==> src/rtl/cpu_pkg.sv <==
// Processor-wide RAM command codes, shared by ram, control and the memory arbiter.
package cpu_pkg;

    localparam logic [1:0] RAM_NOP = 2'd0;
    localparam logic [1:0] RAM_RD  = 2'd1;
    localparam logic [1:0] RAM_WR  = 2'd2;

endpackage

==> src/rtl/mem_arbiter_pkg.sv <==
// Types local to the memory arbiter: response owner, round-robin pointer, helpers.
package mem_arbiter_pkg;

    typedef enum logic [1:0] {
        OWN_NONE  = 2'd0,
        OWN_FETCH = 2'd1,
        OWN_DATA  = 2'd2
    } own_t;

    typedef enum logic {
        LAST_FETCH = 1'b0,
        LAST_DATA  = 1'b1
    } last_t;

    localparam int unsigned STARVE_W = 4;

    // A data request only competes when it carries a real RAM command.
    function automatic logic is_access(input logic [1:0] action);
        return (action == cpu_pkg::RAM_RD) || (action == cpu_pkg::RAM_WR);
    endfunction

endpackage

==> src/rtl/mem_arb_pick.sv <==
// Winner selection between fetch and data requests.
// MEMARB_RR_EN selects round-robin on a last-winner pointer instead of fixed priority.
module mem_arb_pick
    import mem_arbiter_pkg::*;
#(
    parameter int unsigned STARVE_MAX = 4
) (
    input  logic                i_f_act,
    input  logic                i_d_act,
`ifdef MEMARB_RR_EN
    input  last_t               i_last,
`else
    input  logic [STARVE_W-1:0] i_starve_cnt,
`endif
    output logic                o_f_win,
    output logic                o_d_win
);

    logic w_f_first;

`ifdef MEMARB_RR_EN
    assign w_f_first = (i_last == LAST_DATA);
`else
    assign w_f_first = (i_starve_cnt == STARVE_W'(STARVE_MAX));
`endif

    always_comb begin
        o_f_win = i_f_act & (~i_d_act | w_f_first);
        o_d_win = i_d_act & ~o_f_win;
    end

endmodule

==> src/rtl/mem_arbiter.sv <==
// Single-port RAM arbiter between instruction fetch and the load/store path.
// Optional build macro MEMARB_RR_EN: round-robin arbitration instead of data priority.
module mem_arbiter
    import cpu_pkg::*;
    import mem_arbiter_pkg::*;
#(
    parameter int unsigned AW         = 32,
    parameter int unsigned DW         = 32,
    parameter int unsigned STARVE_MAX = 4
) (
    input  logic          i_clk,
    input  logic          i_rst,
    input  logic          i_f_req,
    input  logic [AW-1:0] i_f_addr,
    output logic          o_f_gnt,
    output logic          o_f_valid,
    output logic [DW-1:0] o_f_data,
    input  logic          i_d_req,
    input  logic [1:0]    i_d_action,
    input  logic [AW-1:0] i_d_addr,
    input  logic [DW-1:0] i_d_wdata,
    output logic          o_d_gnt,
    output logic          o_d_valid,
    output logic [DW-1:0] o_d_rdata,
    output logic [1:0]    o_ram_action,
    output logic [AW-1:0] o_ram_addr,
    output logic [DW-1:0] o_ram_in,
    input  logic [DW-1:0] i_ram_out,
    output logic          o_busy
);

    logic w_f_act;
    logic w_d_act;
    logic w_f_win;
    logic w_d_win;
    own_t r_own;
    own_t w_own_nxt;

    assign w_f_act = i_f_req;
    assign w_d_act = i_d_req & is_access(i_d_action);

`ifdef MEMARB_RR_EN
    last_t r_last;

    always_ff @(posedge i_clk or posedge i_rst) begin
        if (i_rst) begin
            r_last <= LAST_DATA;
        end else if (o_f_gnt) begin
            r_last <= LAST_FETCH;
        end else if (o_d_gnt) begin
            r_last <= LAST_DATA;
        end
    end

    mem_arb_pick #(
        .STARVE_MAX (STARVE_MAX)
    ) u_pick (
        .i_f_act (w_f_act),
        .i_d_act (w_d_act),
        .i_last  (r_last),
        .o_f_win (w_f_win),
        .o_d_win (w_d_win)
    );
`else
    logic [STARVE_W-1:0] r_starve_cnt;

    always_ff @(posedge i_clk or posedge i_rst) begin
        if (i_rst) begin
            r_starve_cnt <= '0;
        end else if (i_f_req && !o_f_gnt) begin
            if (r_starve_cnt != STARVE_W'(STARVE_MAX)) begin
                r_starve_cnt <= r_starve_cnt + 1'b1;
            end
        end else begin
            r_starve_cnt <= '0;
        end
    end

    mem_arb_pick #(
        .STARVE_MAX (STARVE_MAX)
    ) u_pick (
        .i_f_act      (w_f_act),
        .i_d_act      (w_d_act),
        .i_starve_cnt (r_starve_cnt),
        .o_f_win      (w_f_win),
        .o_d_win      (w_d_win)
    );
`endif

    // Grants are suppressed combinationally while reset is held.
    assign o_f_gnt = w_f_win & ~i_rst;
    assign o_d_gnt = w_d_win & ~i_rst;

    always_comb begin
        o_ram_action = RAM_NOP;
        o_ram_addr   = '0;
        o_ram_in     = '0;
        if (o_f_gnt) begin
            o_ram_action = RAM_RD;
            o_ram_addr   = i_f_addr;
        end else if (o_d_gnt) begin
            o_ram_action = i_d_action;
            o_ram_addr   = i_d_addr;
            o_ram_in     = i_d_wdata;
        end
    end

    always_ff @(posedge i_clk or posedge i_rst) begin
        if (i_rst) begin
            r_own <= OWN_NONE;
        end else begin
            r_own <= w_own_nxt;
        end
    end

    always_comb begin
        w_own_nxt = OWN_NONE;
        if (o_f_gnt) begin
            w_own_nxt = OWN_FETCH;
        end else if (o_d_gnt) begin
            w_own_nxt = OWN_DATA;
        end
    end

    always_comb begin
        o_f_valid = (r_own == OWN_FETCH);
        o_d_valid = (r_own == OWN_DATA);
        o_busy    = (r_own != OWN_NONE);
        o_f_data  = i_ram_out;
        o_d_rdata = i_ram_out;
    end

endmodule
==> config.mk <==
export PLATFORM = sky130hd
export DESIGN_NAME = mem_arbiter
export DESIGN_NICKNAME = d
export VERILOG_FILES = /design/src/rtl/cpu_pkg.sv /design/src/rtl/mem_arbiter_pkg.sv /design/src/rtl/mem_arb_pick.sv /design/src/rtl/mem_arbiter.sv
export SDC_FILE = /design/constraint.sdc
export NUM_CORES = 1
export LEC_CHECK = 0
export CAP_MARGIN = 20
export CORE_AREA = 3 3 104 106
export CTS_BUF_LIST = sky130_fd_sc_hd__clkbuf_4
export DETAILED_ROUTE_END_ITERATION = 16
export DIE_AREA = 0 0 107 109
export PLACE_DENSITY = 0.63
export SYNTH_ARGS = -nofsm -noshare
export SYNTH_HDL_FRONTEND = slang
export SYNTH_SLANG_ARGS = --single-unit
==> constraint.sdc <==
create_clock -name i_clk -period 3.05 [get_ports i_clk]
set_clock_uncertainty 0.1 [all_clocks]
set_input_delay 0.7625 -clock i_clk [delete_from_list [all_inputs] [get_ports i_clk]]
set_output_delay 0.7625 -clock i_clk [all_outputs]
set_load 0.05 [all_outputs]
======== Yosys cells after proc, flatten, opt, wreduce, memory -nomap -nowiden ========
Cells that the tools add are included.
storage, ports and cells
  bits in registers ....................... 6
  output and inout bits ................... 135
  bits of input ports ..................... 134
cells by class
  reduce and logical (&&, ||, !) cells .... 4
  add/sub/neg operators ................... 1
  bitwise operators ....................... 9
  muxes and demuxes ....................... 10
  equality and inequality tests ........... 7
operators by type and width
  cell                 count
  $mux 32              4
  $mux 2               4
  $mux 4               2
  $and 1x1->1          5
  $add 4x1->4 const B  1
  $eq 2x1->1 const B   2
  $eq 2x2->1 const B   2
  $eq 4x3->1 const B   1
  $ne 4x3->1 const B   1
  $not 1->1            3
  $ne 2x1->1 const B   1
  $reduce_bool 2->1    1
  $logic_and 1x1->1    1
  $logic_not 1->1      1
  $logic_or 1x1->1     1
  $or 1x1->1           1

======== Depth between registers and ports, before layout ========
  depth after elaboration ................. 11
  gate-level depth with buffers ........... 7
  gate-level depth less buffers ........... 5

======== Cells and area by module ========
A second synthesis with hierarchy kept.
second synthesis, totals
  cell total of the unflattened synthesis .. 179
  area total of the unflattened synthesis .. 1418.9 µm²
by module, submodules not included
  module        cells each  times used  seq. area each (µm²)  area each (µm²)
  mem_arbiter   175         1           150.1                 1392.6
  mem_arb_pick  4           1           0.0                   26.3

======== Worst setup path after synthesis ========
OpenSTA, ideal clock, no wires.
  path type ............................... in2out
  from .................................... input i_d_action[1]
  to ...................................... output o_ram_addr[22]
  slack ................................... -15 ps
  stages on the path ...................... 4
  arrival ................................. 2203 ps
  cells stage by stage .................... xor2_2 a311oi_4 buf_2 a22o_1
between the ends
  elaborated cells on any way between the ends .. 13
  classes of those cells .................. 2 x eq/ne; 2 x mux; 8 x bitwise; 1 x reduce/logical
RTL lines
  element                                          line                   RTL
  from (decl)                                      mem_arbiter.sv:19      input logic [1:0] i_d_action,
  $eq 2x1->1 / $eq 2x2->1 (equally long branches)  mem_arbiter_pkg.sv:19  return (action == cpu_pkg::RAM_RD) || (action == cpu_pkg::RAM_WR);
  $logic_or 1x1->1 (*)                             mem_arbiter_pkg.sv:19
  $and 1x1->1 (*)                                  mem_arbiter.sv:40      assign w_d_act = i_d_req & is_access(i_d_action);
  $not 1->1 (*)                                    mem_arb_pick.sv:28     o_f_win = i_f_act & (~i_d_act | w_f_first);
  $or 1x1->1 (*)                                   mem_arb_pick.sv:28
  $and 1x1->1 (*)                                  mem_arb_pick.sv:28
  $and 1x1->1 (*)                                  mem_arbiter.sv:91      assign o_f_gnt = w_f_win & ~i_rst;
  via o_f_gnt                                      mem_arbiter.sv:15      output logic o_f_gnt,
  $mux 32 (*)                                      mem_arbiter.sv:98      if (o_f_gnt) begin
  to (decl)                                        mem_arbiter.sv:26      output logic [AW-1:0] o_ram_addr,
The timed path passes the listed nets; every way through them passes the cells marked *.

======== Worst setup path after layout ========
  from .................................... input i_f_req
  to ...................................... output o_ram_addr[27]
between the ends
  longest elaborated chain between the ends .. 6
  elaborated cells on any way between the ends .. 7
  classes of those cells .................. 2 x mux; 5 x bitwise
ends and longest elaborated chain
  element          line                RTL
  from (decl)      mem_arbiter.sv:13   input logic i_f_req,
  $and 1x1->1 (*)  mem_arb_pick.sv:28
  $not 1->1        mem_arb_pick.sv:29  o_d_win = i_d_act & ~o_f_win;
  $and 1x1->1      mem_arb_pick.sv:29
  $and 1x1->1      mem_arbiter.sv:92   assign o_d_gnt = w_d_win & ~i_rst;
  $mux 32          mem_arbiter.sv:101  end else if (o_d_gnt) begin
  $mux 32 (*)      mem_arbiter.sv:98
Mark *: on every way between the ends. The rest lies on a longest branch, timed or not.

==> flow_summary.ini <==
[run_status]
status = finished, final reports clean

[yosys]
synth_top_family_by_area = buffers and inverters
synth_cell_type_count = 28
syn_area_per_cell_um2 = 8.13
synth_edf_count = 0
ys.flop_type = dfrtp_1
synth_mux_area_frac = 0.0136
post_synth_and_or_nand_nor_area_fraction = 0.191
synth_compound_area_frac = 0.260
synth-adder-area-share = 0.0170
synthXorXnorAreaFrac = 0.0170
postSynth.asyncResetShare = 1.00
yosysWarnings = 0
syn_nets = 317
synth_cells = 181
synth-seq-cells = 6
netlist_area_um2 = 1470
yosysSeqAreaShare = 0.102

[route]
drt_pass1_iterations = 4
drc = 0
vias_per_cell = 4.02
drtAntennaViolNets = 0
wire_per_inst_um = 15.8
wirelength_um = 6880
vias = 1752
drt-initial-drc-count = 43

[grt]
grt_pass1_vias = 1860
grt_pass1_wl_um = 9820
grt_max_degree = 31
antenna_found_initial = 0
grtUsageTotal = 0.109
grt_overflow = 0

[worst_hold_path]
whs_endpoint = r_starve_cnt[0]
hold_start = r_starve_cnt[0]
min_path_type = flop to flop
holdPathStages = 2

[cells_and_area]
fin_cells = 436
antenna_cells = 0
fillers = 920
layout-drive-gt1-share = 0.498
syn2layout_area_growth_pct = 165
final_nets = 441

[worst_setup_path]
endpoint_kind = output port
r2r-end = r_own[0]
r2r_setup_slack_ns = 1.33
cp.required_ns = 2.19
worst_ep_arrival_time_ns = 2.06
critPathLaunchType = input pin
crit_type = input pin to output port
cp-startpoint = i_f_req
rr_worst_depth = 7
rr_startpoint = r_starve_cnt[1]
cp_max_fo = 30

[sta]
period_needed_ns = 2.92
slew_violations = 0
slew_headroom = 0.653
fin_ws_ns = 0.130
rsz0062_at_grt = false
min_period_over_period = 0.957
worstMarginPinSlew_ns = 0.519
hold_violations = 0
max_freq_mhz = 342
finalSetupViolations = 0

[cts]
clk_pin_slew_ns = 0.05
clock_latency_ns = 0.24
cts_sinks = 6
h-tree-depth = 1
postCtsHoldBufs = 0
tritoncts = built
cts_buffers = 3
root_buffer = clkbuf_4
cts_buffer_depth = 2

[floorplanning]
core.rowCount = 36
start_util = 0.149
core_area_um2 = 9860
fp.dieW_um = 107
die_h_um = 109
ioPinCount = 269
dieArea_um2 = 11700

[power]
switching_power_uw = 348
comb_power_share = 0.813
sw_frac_of_total = 0.404
p_per_area_nw_per_um2 = 220
ir_worst_vdd_mv = 0.0960
clkPwrFrac = 0.084
p_int_uw = 513
p_seq_frac = 0.103
leakagePower_nw = 1.63
power_uw = 860

[placement]
pre_cts_ws_ns = -0.300
dpl.hpwl_um = 5560
port-buffer-count = 172
place_congestion = 0.723
dp_cells = 424

[job]
max_cap_viol_count = 0
final cells by class:
type,instances,area (µm²),share of cell area
inverter,6,22.5,0.00577
multi-input combinational,94,893,0.229
tap,133,166,0.0426
clock buffer,3,22.5,0.00577
sequential,6,150,0.0385
timing repair buffer,194,2650,0.678
state kept, by name, summed over array words and instances (netlist names):
name,cells
r_starve_cnt,4
r_own,2
power groups by stage:
stage               registers, mW  clock network (mW)  logic (mW)
global route               0.0890              0.0828       0.730
CTS                        0.0883              0.0755       0.701
detailed placement         0.0895                   0       0.654
floorplan                  0.0886                   0       0.498
finish                     0.0886              0.0725       0.699
global placement           0.0893                   0       0.649
cells by family (layout without fill, tap and decap cells):
family	after synthesis	in the layout
buf+inv	81	203
simple gates	45	45
xor+xnor	2	2
compound gates	43	43
flops	6	6
fa+ha+maj	2	2
mux	2	2
layer usage:
layer / GRT usage / up-vias / share of wire
met5: 0 / - / 0
met4: 0.0411 / 0 / 0.025
met3: 0.0373 / 31 / 0.12
met2: 0.214 / 140 / 0.54
met1: 0.104 / 779 / 0.31
li1: - / 802 / -
what timing repair did:
item	CTS	global route
gates resized for setup	50	5
gates cloned	2	0
pin swaps	3	3
setup buffers	5	2
setup endpoints to repair	67	67
layout by cell type (no fill, tap or decap), types with 3 or more instances in the layout:
master           count
clkdlybuf4s50_1     99
buf_12              72
and2_4              33
a22o_1              17
buf_4               15
a22o_2               9
a22o_4               6
dfrtp_1              6
inv_1                4
nand3_1              4
clkbuf_4             3
dlygate4sd2_1        3
worst max path at each step:
stage | endpoint | slack (ns) | depth (start not counted)
floorplan | o_ram_in[16] | 0.1 | 4
global placement | o_ram_addr[4] | -0.30 | 6
detailed placement | o_ram_addr[4] | -0.30 | 6
CTS | o_ram_addr[30] | -0.009 | 7
global route | o_ram_addr[30] | 0.02 | 8
finish | o_ram_addr[27] | 0.13 | 7
cell usage after synthesis, types with 2 or more instances:
| library cell | n | area share |
|---|---|---|
| dfrtp_1 | 6 | 0.10 |
| a31oi_1 | 2 | 0.0085 |
| clkbuf_1 | 2 | 0.0051 |
| nand3_1 | 4 | 0.014 |
| nor2b_1 | 2 | 0.0085 |
| nor2_1 | 2 | 0.0051 |
| and2_1 | 33 | 0.14 |
| mux2i_1 | 2 | 0.014 |
| buf_2 | 4 | 0.014 |
| ha_1 | 2 | 0.017 |
| buf_6 | 5 | 0.038 |
| a21oi_1 | 2 | 0.0068 |
| inv_1 | 6 | 0.015 |
| buf_4 | 64 | 0.33 |
| a22o_1 | 32 | 0.19 |
per-stage QoR:
step	hold WS, ns	area (µm²)	setup TNS, ns	util
floorplan	0.462	1480	0	-
global placement	0.482	3620	-14.69	0.367
detailed placement	0.492	3620	-15.80	0.367
CTS	0.499	3880	-0.0474	0.394
global route	0.540	3900	0	0.396
finish	0.515	3900	0	0.396
worst max-delay path, cell delays in order:
cell and delay, ns:
dlygate4sd2_1 0.23, inv_2 0.06, o2111a_2 0.30, buf_4 0.15
buf_12 0.15, a22o_2 0.23, buf_12 0.15
Power figures use the tool's default switching activity.
